<file path="config.mk">
export PLATFORM = sky130hd
export DESIGN_NAME = mem_port_arbiter
export DESIGN_NICKNAME = d
export VERILOG_FILES = /design/src/rtl/mem_port_arbiter.sv
export SDC_FILE = /design/constraint.sdc
export NUM_CORES = 1
export LEC_CHECK = 0
export BUFFER_PORTS_ARGS = -buffer_cell sky130_fd_sc_hd__buf_2
export CORE_ASPECT_RATIO = 1.5
export CORE_UTILIZATION = 45
export DETAILED_ROUTE_END_ITERATION = 12
export PLACE_DENSITY = 0.84
export SKIP_CTS_REPAIR_TIMING = 1
export SLEW_MARGIN = 15
export SYNTH_ARGS = -nofsm -noshare
export SYNTH_HDL_FRONTEND = slang
export SYNTH_SLANG_ARGS = --single-unit
export TNS_END_PERCENT = 100
</file>
<file path="constraint.sdc">
create_clock -name Clk -period 4.4 [get_ports Clk]
set_clock_uncertainty 0.15 [all_clocks]
set_input_delay 0.88 -clock Clk [delete_from_list [all_inputs] [get_ports Clk]]
set_output_delay 0.88 -clock Clk [all_outputs]
set_load 0.01 [all_outputs]
</file>
<file path="src/rtl/mem_port_arbiter.sv">
// mem_port_arbiter
// Shares one single-ported memory between instruction fetch (IF) and the
// data memory stage (DM). DM normally wins arbitration. IF is forced to win
// once DM has beaten a pending IF request STARVE_MAX times in a row. Each
// access is issued as a single strobe, waited out for MEM_LAT cycles, and
// completed with a one-cycle Grant/Done pulse alongside registered read data.

module mem_port_arbiter #(
    parameter int MEM_LAT    = 2,
    parameter int STARVE_MAX = 3
) (
    input  logic        Clk,
    input  logic        Reset_n,
    input  logic        If_Req,
    input  logic [31:0] If_Addr,
    output logic        If_Grant,
    output logic [31:0] If_RData,
    output logic        If_Stall,
    input  logic        Dm_Req,
    input  logic        Dm_Write,
    input  logic [31:0] Dm_Addr,
    input  logic [31:0] Dm_WData,
    output logic        Dm_Done,
    output logic [31:0] Dm_RData,
    output logic        Dm_Stall,
    output logic        Mem_En,
    output logic        Mem_We,
    output logic [31:0] Mem_Addr,
    output logic [31:0] Mem_WData,
    input  logic [31:0] Mem_RData
);

    typedef enum logic [1:0] {
        IDLE  = 2'd0,
        ISSUE = 2'd1,
        WAIT  = 2'd2,
        DONE  = 2'd3
    } state_t;

    localparam logic [2:0] LAT_LOAD    = 3'(MEM_LAT - 1);
    localparam logic [2:0] STARVE_LIM  = 3'(STARVE_MAX);

    state_t     state;
    state_t     state_nxt;
    logic [2:0] lat_cnt;
    logic [2:0] starve_cnt;
    logic       owner_dm;
    logic       if_elig;
    logic       dm_elig;
    logic       if_win;
    logic       dm_win;

    // A requester whose completion pulse is high this cycle is still holding
    // its request for that pulse, so it must not be granted again yet.
    assign if_elig  = If_Req & ~If_Grant;
    assign dm_elig  = Dm_Req & ~Dm_Done;
    assign If_Stall = If_Req & ~If_Grant;
    assign Dm_Stall = Dm_Req & ~Dm_Done;

    // State register.
    always_ff @(posedge Clk or negedge Reset_n) begin
        if (!Reset_n) begin
            state <= IDLE;
        end else begin
            state <= state_nxt;
        end
    end

    // Next-state logic and arbitration decision (DM priority, IF forced once starved).
    always_comb begin
        state_nxt = state;
        if_win    = 1'b0;
        dm_win    = 1'b0;
        case (state)
            IDLE: begin
                if (if_elig && dm_elig) begin
                    if (starve_cnt == STARVE_LIM) begin
                        if_win = 1'b1;
                    end else begin
                        dm_win = 1'b1;
                    end
                end else if (if_elig) begin
                    if_win = 1'b1;
                end else if (dm_elig) begin
                    dm_win = 1'b1;
                end
                if (if_win || dm_win) begin
                    state_nxt = ISSUE;
                end
            end
            ISSUE: begin
                state_nxt = (LAT_LOAD == 3'd0) ? DONE : WAIT;
            end
            WAIT: begin
                if (lat_cnt == 3'd1) begin
                    state_nxt = DONE;
                end
            end
            DONE: begin
                state_nxt = IDLE;
            end
            default: begin
                state_nxt = IDLE;
            end
        endcase
    end

    // Latency countdown (DONE is the last latency cycle, where read data is
    // captured) and the IF starvation counter.
    always_ff @(posedge Clk or negedge Reset_n) begin
        if (!Reset_n) begin
            lat_cnt    <= 3'd0;
            starve_cnt <= 3'd0;
        end else begin
            if (state == ISSUE) begin
                lat_cnt <= LAT_LOAD;
            end else if (state == WAIT) begin
                lat_cnt <= lat_cnt - 3'd1;
            end
            if (if_win) begin
                starve_cnt <= 3'd0;
            end else if (dm_win && if_elig && (starve_cnt < STARVE_LIM)) begin
                starve_cnt <= starve_cnt + 3'd1;
            end
        end
    end

    // Memory-side registers: the winner's request is latched at the
    // arbitration edge and held until the next win, with a one-cycle strobe.
    always_ff @(posedge Clk or negedge Reset_n) begin
        if (!Reset_n) begin
            Mem_En    <= 1'b0;
            Mem_We    <= 1'b0;
            Mem_Addr  <= 32'd0;
            Mem_WData <= 32'd0;
            owner_dm  <= 1'b0;
        end else begin
            Mem_En <= 1'b0;
            if (dm_win) begin
                Mem_En    <= 1'b1;
                Mem_We    <= Dm_Write;
                Mem_Addr  <= Dm_Addr;
                Mem_WData <= Dm_WData;
                owner_dm  <= 1'b1;
            end else if (if_win) begin
                Mem_En    <= 1'b1;
                Mem_We    <= 1'b0;
                Mem_Addr  <= If_Addr;
                Mem_WData <= 32'd0;
                owner_dm  <= 1'b0;
            end
        end
    end

    // Completion: capture read data into the owner's register and raise its
    // pulse for the following cycle; stores leave Dm_RData untouched.
    always_ff @(posedge Clk or negedge Reset_n) begin
        if (!Reset_n) begin
            If_Grant <= 1'b0;
            Dm_Done  <= 1'b0;
            If_RData <= 32'd0;
            Dm_RData <= 32'd0;
        end else begin
            If_Grant <= 1'b0;
            Dm_Done  <= 1'b0;
            if (state == DONE) begin
                if (owner_dm) begin
                    Dm_Done <= 1'b1;
                    if (!Mem_We) begin
                        Dm_RData <= Mem_RData;
                    end
                end else begin
                    If_Grant <= 1'b1;
                    If_RData <= Mem_RData;
                end
            end
        end
    end

endmodule

</file>
==> impl_metrics.env, run 1 <==
export IMPL_synth_xor_area_frac=0.001544
export IMPL_critPathLaunch="If_Req"
export IMPL_die_w_um=93.69
export IMPL_maxCapViolations=0
export IMPL_yosysSeqAreaShare=0.6218
export IMPL_synth_fp_nets=590
export IMPL_ios=267
export IMPL_routed_wl_um=14790
export IMPL_grt_max_degree=82
export IMPL_clk_latency_ns=0.41
export IMPL_hpwlAfterDp_um=10670
export IMPL_hold_path_class="input pin to async pin"
export IMPL_r2r_start="If_Grant$_DFF_PN0_"
export IMPL_clockBufferDepth=2
export IMPL_fp_row_count=49
export IMPL_fin_crit_sh=0.6775
export IMPL_cts_root_buf="clkbuf_16"
export IMPL_initial_utilization=0.4674
export IMPL_ant_nets=0
export IMPL_worstSetupPathType="input pin to flip-flop"
export IMPL_max_freq_ghz=0.3355
export IMPL_gr_usage_all_layers=0.2306
export IMPL_cts_tree="yes"
export IMPL_crit_arrival_ns=3.15
export IMPL_setup_ws_ns=1.419
export IMPL_slowest_stage="inv_1"
export IMPL_synth_distinct_cells=30
export IMPL_dp_cells=843
export IMPL_grt_pass1_vias=4914
export IMPL_cp_max_fo=67
export IMPL_slowest_delay_ns=0.81
export IMPL_slew_headroom=0.2903
export IMPL_setup_viol=0
export IMPL_die_h_um=139.5
export IMPL_required_ns=4.57
export IMPL_h_tree_depth=4
export IMPL_rsz0062_at_grt="false"
export IMPL_num_nets_final=851
export IMPL_die_area_um2=13070
export IMPL_yosysWarnings=0
export IMPL_path_cells="buf_2 -> nor2b_1 -> o21ai_4 -> buf_4 -> inv_1 -> nor2_1 -> a21oi_1"
export IMPL_area_delta_synth_final_pct=34.64
export IMPL_wire_per_inst_um=16.88
export IMPL_drive_gt1_frac=0.5139
export IMPL_power_frac_seq=0.376
export IMPL_p_per_area_nw_per_um2=794.3
export IMPL_core_area_um2=12140
export IMPL_setup_tns_ns=0
export IMPL_swShare=0.3635
export IMPL_syn_area_um2=5674
export IMPL_status="finished, final reports clean"
export IMPL_irDropWorstVdd_uv=549.7
export IMPL_first_iter_violations=154
export IMPL_drv_slew=0
export IMPL_cts_sinks=141
export IMPL_vias=4537
export IMPL_cts_buffers=17
export IMPL_synth_mux_area_frac=0.1327
export IMPL_ff2ff_setup_slack_ns=1.59
export IMPL_synth_fa_ha_area_frac=0.01985
export IMPL_drc_errors=0
export IMPL_grt_antenna_before_repair=1
export IMPL_r2r_end="Mem_Addr[17]$_DFFE_PN0P_"
export IMPL_ys_ff_latch=141
export IMPL_pre_cts_ws_ns=1.087
export IMPL_synthTopCellsByArea="dfrtp_1, mux2_2, a21oi_1"
export IMPL_stdcell_count=876
export IMPL_via_per_inst=5.179
export IMPL_critPathLaunchType="input pin"
export IMPL_synth_compound_area_frac=0.1200
export IMPL_p_leak_nw=3.911
export IMPL_p_int_mw=3.863
export IMPL_worst_r2r_path_depth=6
export IMPL_p_sw_mw=2.206
export IMPL_worstMarginPinSlew_ns=1.065
export IMPL_grt_overflow_total=0
export IMPL_post_route_min_period_ns=2.981
export IMPL_synth_top_family_by_area="multiplexers"
export IMPL_place_gp_congestion=0.7777
export IMPL_synthSimpleGateAreaFrac=0.06174
export IMPL_finalHoldViolations=0
export IMPL_end_kind="flip-flop"
export IMPL_critical_path_endpoint="Mem_Addr[17]$_DFFE_PN0P_"
export IMPL_power_share_clock=0.225
export IMPL_drt_pass1_iter_count=4
export IMPL_path_clk_slew_ns=0.06
export IMPL_avgSynthCellArea_um2=12.67
export IMPL_synthCells=448
export IMPL_numPortBuffers=266
export IMPL_netlist_area_leader_share=0.6218
export IMPL_combPwrFrac=0.399
export IMPL_synth_largest_area_cell="dfrtp_1"
export IMPL_grt_pass1_wl_um=23110
## cells by family (layout without fill, tap and decap cells)
logic type	after synthesis	count (layout)
AOI/OAI and AO/OA	107	107
xor gates and xnor gates	1	1
adders and majority gates	9	9
buffers and inverters	38	312
DFF	141	141
muxes	67	67
other	0	1
and+or+nand+nor	85	85
## state kept, by name, indices dropped and copies added, names as in the netlist
name        count
lat_cnt         3
If_RData       32
If_Grant        1
starve_cnt      3
Mem_Addr       32
Mem_We          1
Mem_En          1
owner_dm        1
Mem_WData      32
Dm_Done         1
state           2
Dm_RData       32
## per-stage QoR
stage                     hold slack (ns)  area (µm²)  utilization  power, mW
after floorplan                    0.3094        5674            -      3.771
after global placement             0.3240        7064       0.5819      4.549
after detailed placement           0.3368        7064       0.5819      4.723
after CTS                          0.2870        7637       0.6291      6.119
after global routing               0.3124        7640       0.6294      6.445
final                              0.2853        7640       0.6294      6.068
## power groups by stage
stage                     combinational, mW  sequential, mW  clock, mW
after floorplan                        1.24            2.53          0
after CTS                              2.45            2.27       1.40
after detailed placement               2.44            2.29          0
after global routing                   2.65            2.35       1.45
after global placement                 2.30            2.24          0
final                                  2.42            2.28       1.37
## worst min path at each step
stage / from / end / cells past startpoint
floorplan: owner_dm$_DFFE_PN0P_ / owner_dm$_DFFE_PN0P_ / 2
global placement: Dm_RData[6]$_DFFE_PN0P_ / Dm_RData[6]$_DFFE_PN0P_ / 1
detailed placement: Mem_WData[14]$_DFFE_PN0P_ / Mem_WData[14]$_DFFE_PN0P_ / 1
CTS: Reset_n / Dm_RData[27]$_DFFE_PN0P_ / 1
global route: Reset_n / If_RData[25]$_DFFE_PN0P_ / 1
finish: Reset_n / Dm_RData[27]$_DFFE_PN0P_ / 1
## worst max-delay path, delay by kind of cell
kind,cells,cell delay (ns)
buffers and inverters,3,1.22
and+or+nand+nor,2,0.70
AOI/OAI and AO/OA,2,0.29
## cells in the final DEF (no fill, tap or decap), types with 2 or more instances in the layout
cell and instances:
buf_2 265, dfrtp_1 141, a21oi_1 66, mux2_2 65, nand2_1 38, nor2_1 38
a22o_1 33, clkbuf_16 17, inv_1 9, ha_1 9, inv_6 5, clkinvlp_4 4
buf_4 4, clkinv_4 3, o22ai_1 2
## final cells by class
cell class,count,area [µm²]
fill,956,4499
sequential,141,3528
multi-input combinational,269,1923
timing repair buffer,271,1388
clock buffer,19,442.9
tap,153,191.4
clock inverter,13,130.1
inverter,9,33.78
antenna,1,2.502
## metal layers
layer  vias to the layer above  part of all wire  global-route usage
li1                       2084                 -                   -
met1                      2193              0.36              0.2388
met2                       236              0.54              0.4260
met3                        24             0.078             0.07049
met4                         0             0.017             0.08502
met5                         -                 0                   0
## cell usage after synthesis
library cell	number
nor2b_1	2
nor2_1	38
o21ai_2	1
mux2_2	65
a21o_1	1
and2b_1	1
buf_6	7
mux2_1	1
o22ai_1	2
dfrtp_1	141
ha_1	9
and4bb_2	1
clkbuf_2	1
nand3b_1	1
xnor2_1	1
nand3_1	1
nor3b_1	1
a21oi_2	1
inv_1	9
and2_1	1
mux2i_1	1
o311ai_0	1
o21ai_0	1
buf_4	7
nand2b_1	1
a21oi_1	66
a22o_1	33
nand2_1	38
buf_2	14
o32a_1	1
Power figures use the tool's default switching activity.
==> run 2: changes to the inputs <==
==> constraint.sdc (replaced) <==
create_clock -name Clk -period 2.8 [get_ports Clk]
set_clock_uncertainty 0.15 [all_clocks]
set_input_delay 0.56 -clock Clk [delete_from_list [all_inputs] [get_ports Clk]]
set_output_delay 0.56 -clock Clk [all_outputs]
set_load 0.01 [all_outputs]
==> impl_metrics.env, run 2 (synthesis results as in run 1) <==
export IMPL_cts_sinks=141
export IMPL_clockBufferDepth=2
export IMPL_max_freq_ghz=0.4831
export IMPL_routed_wl_um=14540
export IMPL_vias=4558
export IMPL_setup_viol=0
export IMPL_crit_arrival_ns=2.23
export IMPL_worstSetupPathType="flip-flop to flip-flop"
export IMPL_post_route_min_period_ns=2.070
export IMPL_hpwlAfterDp_um=10530
export IMPL_rsz0062_at_grt="false"
export IMPL_ff2ff_setup_slack_ns=0.73
export IMPL_drv_slew=0
export IMPL_p_per_area_nw_per_um2=1252
export IMPL_stdcell_count=879
export IMPL_die_area_um2=13070
export IMPL_wire_per_inst_um=16.54
export IMPL_r2r_start="state[0]$_DFFE_PN0P_"
export IMPL_power_share_clock=0.232
export IMPL_setup_tns_ns=0
export IMPL_worstMarginPinSlew_ns=0.5568
export IMPL_die_w_um=93.69
export IMPL_layout_commonest_cell="buf_2"
export IMPL_via_per_inst=5.185
export IMPL_dp_cells=849
export IMPL_p_leak_nw=3.975
export IMPL_cts_tree="yes"
export IMPL_grt_pass1_vias=4900
export IMPL_ios=267
export IMPL_area_delta_synth_final_pct=36.25
export IMPL_pre_cts_ws_ns=0.6501
export IMPL_status="complete, but fails checks"
export IMPL_drc_errors=0
export IMPL_cts_buffers=17
export IMPL_h_tree_depth=4
export IMPL_numPortBuffers=266
export IMPL_critPathLaunchType="flip-flop"
export IMPL_slew_headroom=0.6288
export IMPL_combPwrFrac=0.399
export IMPL_r2r_end="Mem_Addr[29]$_DFFE_PN0P_"
export IMPL_critical_path_endpoint="Mem_Addr[29]$_DFFE_PN0P_"
export IMPL_irDropWorstVdd_uv=811.7
export IMPL_grt_antenna_before_repair=0
export IMPL_place_gp_congestion=0.7996
export IMPL_cp_max_fo=66
export IMPL_grt_pass1_wl_um=23620
export IMPL_cts_root_buf="clkbuf_16"
export IMPL_gr_usage_all_layers=0.2328
export IMPL_die_h_um=139.5
export IMPL_violations="negative hold slack"
export IMPL_drive_gt1_frac=0.5179
export IMPL_swShare=0.3497
export IMPL_power_frac_seq=0.369
export IMPL_drt_pass1_iter_count=4
export IMPL_required_ns=2.96
export IMPL_final_cell_mix="buf_2, dfrtp_1, a21oi_1"
export IMPL_whs_ns=-0.02639
export IMPL_p_sw_mw=3.385
export IMPL_initial_utilization=0.4674
export IMPL_ant_nets=0
export IMPL_critPathLaunch="state[0]$_DFFE_PN0P_"
export IMPL_core_area_um2=12140
export IMPL_finalHoldViolations=24
export IMPL_path_clk_slew_ns=0.06
export IMPL_antenna_cells=0
export IMPL_hold_path_class="input pin to async pin"
export IMPL_clk_latency_ns=0.40
export IMPL_fill_cells=935
export IMPL_first_iter_violations=242
export IMPL_end_kind="flip-flop"
export IMPL_grt_overflow_total=0
export IMPL_num_nets_final=857
export IMPL_worst_r2r_path_depth=7
export IMPL_fin_crit_sh=0.7393
export IMPL_p_int_mw=6.294
export IMPL_fp_row_count=49
export IMPL_maxCapViolations=0
export IMPL_setup_ws_ns=0.7299
export IMPL_grt_max_degree=67
## run 2: cell count changes in the layout (fill, tap and decap cells not counted), sizes merged
| cell | before | now |
|---|---|---|
| buf | 271 | 277 |
| inv | 14 | 9 |
| clkinv | 3 | 7 |
| clkinvlp | 4 | 1 |
| bufinv | 1 | 3 |
| diode | 1 | 0 |
## run 2: layer usage
metal  vias up  part of all wire  global-route usage
met5         -                 0                   0
met3        26             0.075             0.06448
met2       209              0.54              0.4234
met1      2230              0.37              0.2557
met4         0             0.021             0.07773
li1       2093                 -                   -
## run 2: through the flow
step	total power [mW]	util	area [µm²]
final	9.679	0.6369	7731
after global routing	10.29	0.6369	7731
after CTS	9.774	0.6369	7731
after detailed placement	7.453	0.5877	7134
after global placement	7.222	0.5877	7134
after floorplan	5.926	-	5674
## run 2: cell type report
class | count | area, µm² | share of cell area
clock buffers | 19 | 452.9 | 0.05859
multi-input cells | 269 | 1923 | 0.2487
well taps | 153 | 191.4 | 0.02476
inverters | 9 | 33.78 | 0.004370
repair buffers | 277 | 1458 | 0.1885
flip-flops and latches | 141 | 3528 | 0.4564
clock inverters | 11 | 143.9 | 0.01861
## run 2: critical path: stages (launching register included)
cell and delay, ns:
dfrtp_1 0.41, inv_1 0.12, ha_1 0.26, nand3b_1 0.18, a21oi_4 0.18, buf_12 0.26, a21oi_1 0.13, a21oi_1 0.21
## run 2: worst min-delay path by stage
stage                                    from                         to  slack (ns)  depth (start not counted)
floorplan                             Reset_n          Dm_Done$_DFF_PN0_        0.11                          0
global placement      Dm_RData[6]$_DFFE_PN0P_    Dm_RData[6]$_DFFE_PN0P_        0.32                          1
detailed placement  Mem_WData[31]$_DFFE_PN0P_  Mem_WData[31]$_DFFE_PN0P_        0.34                          1
CTS                                   Reset_n   Dm_RData[27]$_DFFE_PN0P_       -0.02                          1
global route                          Reset_n   Dm_RData[27]$_DFFE_PN0P_        0.01                          1
finish                                Reset_n   Dm_RData[26]$_DFFE_PN0P_       -0.03                          1
## run 2: power groups by stage
stage	clock (mW)	combinational (mW)	sequential [mW]
5_1_grt	2.39	4.21	3.69
2_1_floorplan	0	1.95	3.97
3_3_place_gp	0	3.69	3.53
6_report	2.25	3.86	3.57
4_1_cts	2.30	3.90	3.57
3_5_place_dp	0	3.87	3.58
